==> src/rtl/gpio_input_conditioner.sv <==
// Button/switch conditioner: 2-flop sync, per-bit counter debounce, edge pulses, W1C sticky flags, MMIO.
// Optional GPIO_IRQ_EN macro adds the IRQEN register and a registered interrupt output.
module gpio_input_conditioner #(
  parameter int N_BTN           = 4,
  parameter int N_SW            = 4,
  parameter int DEBOUNCE_CYCLES = 1000000
) (
  input  logic                   clk,
  input  logic                   ck_rst,
  input  logic [N_BTN-1:0]       btn,
  input  logic [N_SW-1:0]        sw,
  output logic [N_SW+N_BTN-1:0]  level_o,
  output logic [N_SW+N_BTN-1:0]  rise_o,
  output logic [N_SW+N_BTN-1:0]  fall_o,
  input  logic [3:0]             bus_addr,
  input  logic                   bus_re,
  input  logic                   bus_we,
  input  logic [31:0]            bus_wdata,
  output logic [31:0]            bus_rdata,
  output logic                   irq_o
);

  localparam int W  = N_SW + N_BTN;
  localparam int CW = $clog2(DEBOUNCE_CYCLES);
  localparam logic [CW-1:0] CNT_MAX  = CW'(DEBOUNCE_CYCLES - 1);
  localparam logic [CW-1:0] CNT_ONE  = CW'(1);
  localparam logic [CW-1:0] CNT_ZERO = {CW{1'b0}};

  logic [W-1:0]  raw_s;
  logic [W-1:0]  s1_r;
  logic [W-1:0]  s2_r;
  logic [W-1:0]  level_r;
  logic [W-1:0]  level_nxt_s;
  logic [W-1:0]  rise_set_s;
  logic [W-1:0]  fall_set_s;
  logic [W-1:0]  rise_r;
  logic [W-1:0]  fall_r;
  logic [W-1:0]  rise_flag_r;
  logic [W-1:0]  fall_flag_r;
  logic [W-1:0]  rise_clr_s;
  logic [W-1:0]  fall_clr_s;
  logic [CW-1:0] cnt_r     [W];
  logic [CW-1:0] cnt_nxt_s [W];
  logic [31:0]   rd_mux_s;
  logic [31:0]   rdata_r;
  logic          unused_s;

  assign raw_s = {sw, btn};

  // Two-stage synchronizer for the asynchronous pins
  always_ff @(posedge clk or negedge ck_rst) begin
    if (!ck_rst) begin
      s1_r <= {W{1'b0}};
      s2_r <= {W{1'b0}};
    end else begin
      s1_r <= raw_s;
      s2_r <= s1_r;
    end
  end

  // Debounce next-state: a bit flips only after DEBOUNCE_CYCLES consecutive disagreeing samples
  always_comb begin
    level_nxt_s = level_r;
    for (int i = 0; i < W; i++) begin
      cnt_nxt_s[i] = cnt_r[i];
      if (s2_r[i] == level_r[i]) begin
        cnt_nxt_s[i] = CNT_ZERO;
      end else if (cnt_r[i] == CNT_MAX) begin
        level_nxt_s[i] = s2_r[i];
        cnt_nxt_s[i]   = CNT_ZERO;
      end else begin
        cnt_nxt_s[i] = cnt_r[i] + CNT_ONE;
      end
    end
  end

  assign rise_set_s = level_nxt_s & ~level_r;
  assign fall_set_s = ~level_nxt_s & level_r;

  // Debounce state plus edge pulses aligned with the level change
  always_ff @(posedge clk or negedge ck_rst) begin
    if (!ck_rst) begin
      level_r <= {W{1'b0}};
      rise_r  <= {W{1'b0}};
      fall_r  <= {W{1'b0}};
      for (int i = 0; i < W; i++) begin
        cnt_r[i] <= CNT_ZERO;
      end
    end else begin
      level_r <= level_nxt_s;
      rise_r  <= rise_set_s;
      fall_r  <= fall_set_s;
      for (int i = 0; i < W; i++) begin
        cnt_r[i] <= cnt_nxt_s[i];
      end
    end
  end

  // Write-1-to-clear decode for the sticky flag registers
  always_comb begin
    rise_clr_s = {W{1'b0}};
    fall_clr_s = {W{1'b0}};
    if (bus_we && (bus_addr[3:2] == 2'd1)) begin
      rise_clr_s = bus_wdata[W-1:0];
    end else if (bus_we && (bus_addr[3:2] == 2'd2)) begin
      fall_clr_s = bus_wdata[W-1:0];
    end else begin
      rise_clr_s = {W{1'b0}};
      fall_clr_s = {W{1'b0}};
    end
  end

  // Sticky flags; set is applied after clear so a coincident edge is never lost
  always_ff @(posedge clk or negedge ck_rst) begin
    if (!ck_rst) begin
      rise_flag_r <= {W{1'b0}};
      fall_flag_r <= {W{1'b0}};
    end else begin
      rise_flag_r <= (rise_flag_r & ~rise_clr_s) | rise_set_s;
      fall_flag_r <= (fall_flag_r & ~fall_clr_s) | fall_set_s;
    end
  end

`ifdef GPIO_IRQ_EN
  logic [2*W-1:0] irqen_r;
  logic           irq_r;

  // Interrupt enable register: rise enables low half, fall enables high half
  always_ff @(posedge clk or negedge ck_rst) begin
    if (!ck_rst) begin
      irqen_r <= {(2*W){1'b0}};
    end else if (bus_we && (bus_addr[3:2] == 2'd3)) begin
      irqen_r <= bus_wdata[2*W-1:0];
    end else begin
      irqen_r <= irqen_r;
    end
  end

  // Registered interrupt, follows the flag registers one cycle later
  always_ff @(posedge clk or negedge ck_rst) begin
    if (!ck_rst) begin
      irq_r <= 1'b0;
    end else begin
      irq_r <= (|(rise_flag_r & irqen_r[W-1:0])) | (|(fall_flag_r & irqen_r[2*W-1:W]));
    end
  end

  assign irq_o = irq_r;
`else
  assign irq_o = 1'b0;
`endif

  // Read mux sees pre-update state, so a same-edge write is not visible in the returned data
  always_comb begin
    rd_mux_s = 32'h0000_0000;
    case (bus_addr[3:2])
      2'd0: rd_mux_s[W-1:0] = level_r;
      2'd1: rd_mux_s[W-1:0] = rise_flag_r;
      2'd2: rd_mux_s[W-1:0] = fall_flag_r;
`ifdef GPIO_IRQ_EN
      2'd3: rd_mux_s[2*W-1:0] = irqen_r;
`else
      2'd3: rd_mux_s = 32'h0000_0000;
`endif
      default: rd_mux_s = 32'h0000_0000;
    endcase
  end

  // Read data register holds its value between read strobes
  always_ff @(posedge clk or negedge ck_rst) begin
    if (!ck_rst) begin
      rdata_r <= 32'h0000_0000;
    end else if (bus_re) begin
      rdata_r <= rd_mux_s;
    end else begin
      rdata_r <= rdata_r;
    end
  end

  assign level_o   = level_r;
  assign rise_o    = rise_r;
  assign fall_o    = fall_r;
  assign bus_rdata = rdata_r;
  assign unused_s  = ^{bus_addr[1:0], bus_wdata};

endmodule

==> config.mk <==
export PLATFORM = sky130hd
export DESIGN_NAME = gpio_input_conditioner
export DESIGN_NICKNAME = d
export VERILOG_FILES = /design/src/rtl/gpio_input_conditioner.sv
export SDC_FILE = /design/constraint.sdc
export NUM_CORES = 1
export LEC_CHECK = 0
export CAP_MARGIN = 20
export CORE_MARGIN = 2
export CORE_UTILIZATION = 55
export DETAILED_ROUTE_END_ITERATION = 8
export GPL_ROUTABILITY_DRIVEN = 0
export PLACE_DENSITY = 0.79
export SKIP_LAST_GASP = 1
export SLEW_MARGIN = 20
export SYNTH_ARGS = -nofsm -noshare
export SYNTH_HDL_FRONTEND = slang
export SYNTH_SLANG_ARGS = --single-unit
==> constraint.sdc <==
create_clock -name clk -period 2.8 [get_ports clk]
set_input_delay 0.56 -clock clk [delete_from_list [all_inputs] [get_ports clk]]
set_output_delay 0.56 -clock clk [all_outputs]
set_load 0.1 [all_outputs]
==> impl_metrics.tcl, run 1 <==
set metrics [dict create \
    run_status "finished with violations" \
    violations "negative hold slack" \
    yosysTopAreaCellShare_pct 53.0 \
    fmax_ghz 0.456 \
    r2r_end "cnt_r[158]$_DFF_PN0_" \
    crit_path_cell_trace "ha_1 -> and3_1 -> or4b_1 -> or4_1 -> a21oi_1" \
    slowest_delay_ns 0.57 \
    rr_worst_depth 5 \
    via_per_inst 5.70 \
    wire_per_inst_um 15.2 \
    power.internal_mw 5.48 \
    layout_commonest_cell "dfrtp_1" \
    fin_crit_sh_pct 78.4 \
    cts.sinks 224 \
    cts_buffer_depth 3 \
    cts_tree "done" \
    pwr-share-seq_pct 46.5 \
    drive_gt1_share_pct 9.32 \
    worstSetupPathType "reg2reg" \
    critPathRequiredTime_ns 3.23 \
    worst_path_dominant_cell_family "simple AND/OR/NAND/NOR gates" \
    antenna_found_initial 0 \
    ys_seq_area_share_pct 53.0 \
    p_switching_mw 1.74 \
    die_h_um 143 \
    grt_pass1_wl_mm 35.7 \
    syn_inst 1071 \
    routed-via-count 7878 \
    critPathSlowestCell "or4b_1" \
    num_antenna_cells 0 \
    period_needed_ns 2.20 \
    yosys_register_bits 224 \
    finalSetupViolCount 0 \
    ir_drop_uv 501 \
    ff2ff_setup_slack_ns 0.60 \
    synth_edf_count 0 \
    startpoint "cnt_r[140]$_DFF_PN0_" \
    yosysTopAreaCell "dfrtp_1" \
    numCtsBuffers 24 \
    rsz0062_at_grt "false" \
    crit_path_start_kind "flip-flop" \
    grt_max_degree 65 \
    instances_no_fill 1382 \
    largest_reg_flops 160 \
    endpoint "cnt_r[158]$_DFF_PN0_" \
    relSlewSlack_pct 46.8 \
    cp_num_cells 5 \
    placed_cell_area_um2 11200 \
    power_density_nw_per_um2 598 \
    grt_pass1_vias 7435 \
    rows 50 \
    pwr-share-clk_pct 46.0 \
    die-area_um2 20400 \
    top_register "cnt_r" \
    start_util_pct 56.4 \
    netlist_area_um2 10600 \
    crit_path_max_fanout 7 \
    wl_mm 21.0 \
    drcViolationCount 0 \
    fin_hold_ws_ns -0.0274 \
    final_cell_mix "224 x dfrtp_1, 153 x nor2_1, 66 x nand3_1, 66 x a21oi_1, 60 x xnor2_1" \
    fill_cells 1497 \
    track_usage_pct 21.2 \
    insertion_delay_ns 0.51 \
    cts_htree_levels 1 \
    numPlacedInstances 1338 \
    switching_share_pct 24.1 \
    hold_violations 9 \
    cts_root_buf "clkbuf_16" \
    drv_slew 0 \
    power_mw 7.23 \
    clk_transition_reported_paths_ns 0.06 \
    rr_startpoint "cnt_r[140]$_DFF_PN0_" \
    skew_ns 0.00719 \
    hpwl_mm 13.9 \
    overflow 0 \
    synth_async_sr_flop_share_pct 100 \
    worstMarginPinSlew_ns 0.795 \
    combPwrFrac_pct 7.5 \
    ys_warn_count 0 \
    synth_flop_cell "dfrtp_1" \
    finalInstanceArea_um2 12100 \
    initialDrtViolationCount 482 \
    fin_ws_ns 0.605 \
    syn2layout_area_growth_pct 14.3 \
    critical_path_arrival_ns 2.62 \
    cts_hold_buf 0 \
    synthTopCellsByArea "dfrtp_1 53%, nor2_1 5.4%, xnor2_1 5.0%" \
    nNetsFinal 1186 \
    cts_resized 0 \
    io_buffers 53 \
    synth.distinct_cells 46 \
    die_x_um 143 \
    p_leak_nw 5.08 \
    tns_ns 0 \
    cp-end-kind "flip-flop" \
    hp-class "in2async" \
    drtAntennaViolNets 0 \
    cts_setup_buffers 0 \
    avgSynthCellArea_um2 9.88 \
    coreArea_um2 18800 \
    dp_slack_ns 0.446 \
    num_io_pins 105 \
    dr.pass1.iters 5 \
    cp_num_buf_inv 0 \
    maxCapViolCount 0 \
    fin_util_pct 64.4 \
]
==> cells in the mapped netlist (all sizes together) (2+ instances only) <==
cell type	count
nor2b	3
clkbuf	20
o31ai	22
dfrtp	224
nand3b	2
or4	26
and3	24
or4b	3
buf	35
nand4	34
mux2	8
a21oi	66
and4	10
inv	35
or3	31
xor2	37
nor4bb	2
and2	6
xnor2	60
nor4	19
o21ai	50
ha	8
nor2	153
a32o	5
nor4b	8
and4b	3
nand3	70
mux2i	9
nor3	17
nor3b	2
nand2b	16
or2	3
nand2	57
==> layer usage <==
metal | part of all wire [%] | wire (um) | vias up | GRT usage (%)
met1 | 45 | 9480 | 3826 | 29.3
met5 | 0 | 0 | - | 0
met2 | 48 | 10100 | 167 | 35.4
met4 | 2.4 | 515 | 0 | 5.42
li1 | - | - | 3848 | -
met3 | 4.3 | 894 | 37 | 3.35
==> worst register-to-register path, cell delays in order, from the launching register on <==
cell and delay (ns):
dfrtp_1 0.41, ha_1 0.26, and3_1 0.23, or4b_1 0.57, or4_1 0.50, a21oi_1 0.15
==> kinds of logic after synthesis <==
logic type | Yosys count | share of synthesized area [%]
and+or+nand+nor | 490 | 24.4
muxes | 17 | 1.70
other | 1 | 0.0354
xor gates and xnor gates | 97 | 8.03
AOI/OAI and AO/OA | 144 | 7.78
DFF | 224 | 53.0
adders and majority gates | 8 | 0.946
buffers and inverters | 90 | 4.16
==> power by group through the flow <==
stage / Combinational, mW / Sequential (mW) / Clock (mW)
4_1_cts: 0.546 / 3.36 / 3.40
3_3_place_gp: 0.538 / 3.42 / 0
6_report: 0.540 / 3.36 / 3.33
5_1_grt: 0.585 / 3.37 / 3.52
2_1_floorplan: 0.295 / 3.51 / 0
3_5_place_dp: 0.543 / 3.42 / 0
==> how the worst min path moves through the flow <==
stage	start	endpoint
final	ck_rst	cnt_r[98]$_DFF_PN0_
after global routing	ck_rst	cnt_r[98]$_DFF_PN0_
after CTS	ck_rst	cnt_r[98]$_DFF_PN0_
after detailed placement	s1_r[4]$_DFF_PN0_	s2_r[4]$_DFF_PN0_
after global placement	s1_r[0]$_DFF_PN0_	s2_r[0]$_DFF_PN0_
after floorplan	ck_rst	bus_rdata[0]$_DFFE_PN0P_
==> layout make-up <==
class                           count  area, um2  area share, %
Clock inverter                      8       92.6          0.766
Inverter                           35        131           1.09
Tap cell                          234        293           2.42
Clock buffer                       36        767           6.34
Sequential cell                   224       5610           46.4
Timing Repair Buffer               64        576           4.76
Multi-Input combinational cell    781       4630           38.3
Note: power is estimated with default switching activity, not from simulation.
==> run 2: changes to the inputs <==
- clock period: 2.8 -> 2.2 ns (I/O delays scaled with it)
==> impl_metrics.tcl, run 2 (synthesis gave the netlist of run 1 again) <==
set metrics [dict create \
    run_status "finished, final reports clean" \
    cp-end-kind "flip-flop" \
    combPwrFrac_pct 7.5 \
    pwr-share-clk_pct 47.3 \
    layout_commonest_cell "dfrtp_1" \
    fmax_ghz 0.486 \
    via_per_inst 5.73 \
    fin_ws_ns 0.142 \
    power_density_nw_per_um2 772 \
    relSlewSlack_pct 56.3 \
    rows 50 \
    hold_depth 0 \
    finalSetupViolCount 0 \
    wl_mm 22.0 \
    antenna_found_initial 0 \
    final_cell_mix "224 x dfrtp_1, 153 x nor2_1, 66 x nand3_1, 66 x a21oi_1, 60 x xnor2_1" \
    cts_root_buf "clkbuf_16" \
    hp-class "reg2reg" \
    drcViolationCount 0 \
    cts_buffer_depth 3 \
    cts_tree "done" \
    period_needed_ns 2.06 \
    top_register "cnt_r" \
    rr_worst_depth 5 \
    p_leak_nw 5.17 \
    crit_path_start_kind "flip-flop" \
    clk_transition_reported_paths_ns 0.06 \
    coreArea_um2 18800 \
    grt_max_degree 65 \
    cts_htree_levels 1 \
    critical_path_arrival_ns 2.50 \
    wire_per_inst_um 15.7 \
    fill_cells 1432 \
    drive_gt1_share_pct 10.4 \
    initialDrtViolationCount 450 \
    instances_no_fill 1398 \
    cts.sinks 224 \
    fin_crit_sh_pct 93.6 \
    grt_pass1_wl_mm 37.5 \
    syn2layout_area_growth_pct 15.8 \
    drtAntennaViolNets 0 \
    io_buffers 53 \
    dp_slack_ns 0.0742 \
    die_h_um 143 \
    num_antenna_cells 0 \
    cts_setup_buffers 0 \
    grt_pass1_vias 7987 \
    routed-via-count 8004 \
    start_util_pct 56.4 \
    track_usage_pct 22.3 \
    power_mw 9.46 \
    fin_util_pct 65.3 \
    power.internal_mw 7.23 \
    worstMarginPinSlew_ns 0.649 \
    num_io_pins 105 \
    pwr-share-seq_pct 45.2 \
    p_switching_mw 2.23 \
    hpwl_mm 14.8 \
    numCtsBuffers 24 \
    skew_ns 0.00804 \
    fin_hold_ws_ns 0.346 \
    maxCapViolCount 0 \
    nNetsFinal 1203 \
    largest_reg_flops 160 \
    dr.pass1.iters 5 \
    die-area_um2 20400 \
    overflow 0 \
    ir_drop_uv 537 \
    switching_share_pct 23.5 \
    critPathRequiredTime_ns 2.64 \
    worstSetupPathType "reg2reg" \
    numPlacedInstances 1354 \
    hold_violations 0 \
    drv_slew 0 \
    crit_path_max_fanout 7 \
    die_x_um 143 \
    insertion_delay_ns 0.51 \
]
-- run 2: cell types whose count changed in the layout (fill, tap and decap cells not counted), sizes merged --
cell	before	now
clkinvlp	1	0
clkbuf	36	32
buf	44	60
dlygate4sd3	0	1
bufinv	2	6
-- run 2: worst paths after layout --
check	from	endpoint	slack (ns)
max in group asynchronous	ck_rst	fall_o[5]$_DFF_PN0_	1.05
setup reg to reg	cnt_r[60]$_DFF_PN0_	cnt_r[78]$_DFF_PN0_	0.14
hold reg to reg	s1_r[4]$_DFF_PN0_	s2_r[4]$_DFF_PN0_	0.35
min in group asynchronous	ck_rst	cnt_r[92]$_DFF_PN0_	0.41
hold / removal	s1_r[4]$_DFF_PN0_	s2_r[4]$_DFF_PN0_	0.35
setup / recovery	cnt_r[60]$_DFF_PN0_	cnt_r[78]$_DFF_PN0_	0.14
-- run 2: power groups by stage --
stage | Combinational (mW) | Sequential (mW) | Clock (mW)
2_1_floorplan | 0.376 | 4.46 | 0
3_3_place_gp | 0.698 | 4.35 | 0
6_report | 0.705 | 4.28 | 4.47
5_1_grt | 0.765 | 4.29 | 4.74
4_1_cts | 0.715 | 4.28 | 4.54
3_5_place_dp | 0.707 | 4.35 | 0
-- run 2: what timing repair did --
item	CTS	global route
endpoints found under the setup margin	0	2
resized for setup	0	2
hold endpoints to repair	38	0
hold buffers	1	0
-- run 2: final cells by class --
type / instances / area, um2 / share of cell area (%)
flip-flops and latches: 224 / 5610 / 45.7
multi-input cells: 781 / 4630 / 37.8
repair buffers: 81 / 706 / 5.76
clock buffers: 32 / 682 / 5.56
well taps: 234 / 293 / 2.39
clock inverters: 11 / 205 / 1.67
inverters: 35 / 131 / 1.07
-- run 2: stage by stage --
step                cell area [um2]  setup TNS (ns)
floorplan                     10700               0
global placement              11400               0
detailed placement            11400               0
CTS                           12200               0
global route                  12300       -0.000618
finish                        12300               0
-- run 2: worst max-delay path, cell delays in order (launching register included) --
cell and delay (ns):
dfrtp_1 0.38, ha_1 0.21, nand3_1 0.14, or4_4 0.62
or4_1 0.49, a21oi_1 0.15
-- run 2: metal layers --
layer  up-vias  track usage (%)  part of all wire (%)
met4         0             7.03                   2.7
met2       195             37.8                    49
met5         -                0                     0
met3        47             3.35                   4.9
met1      3882             29.8                    43
li1       3880                -                     -
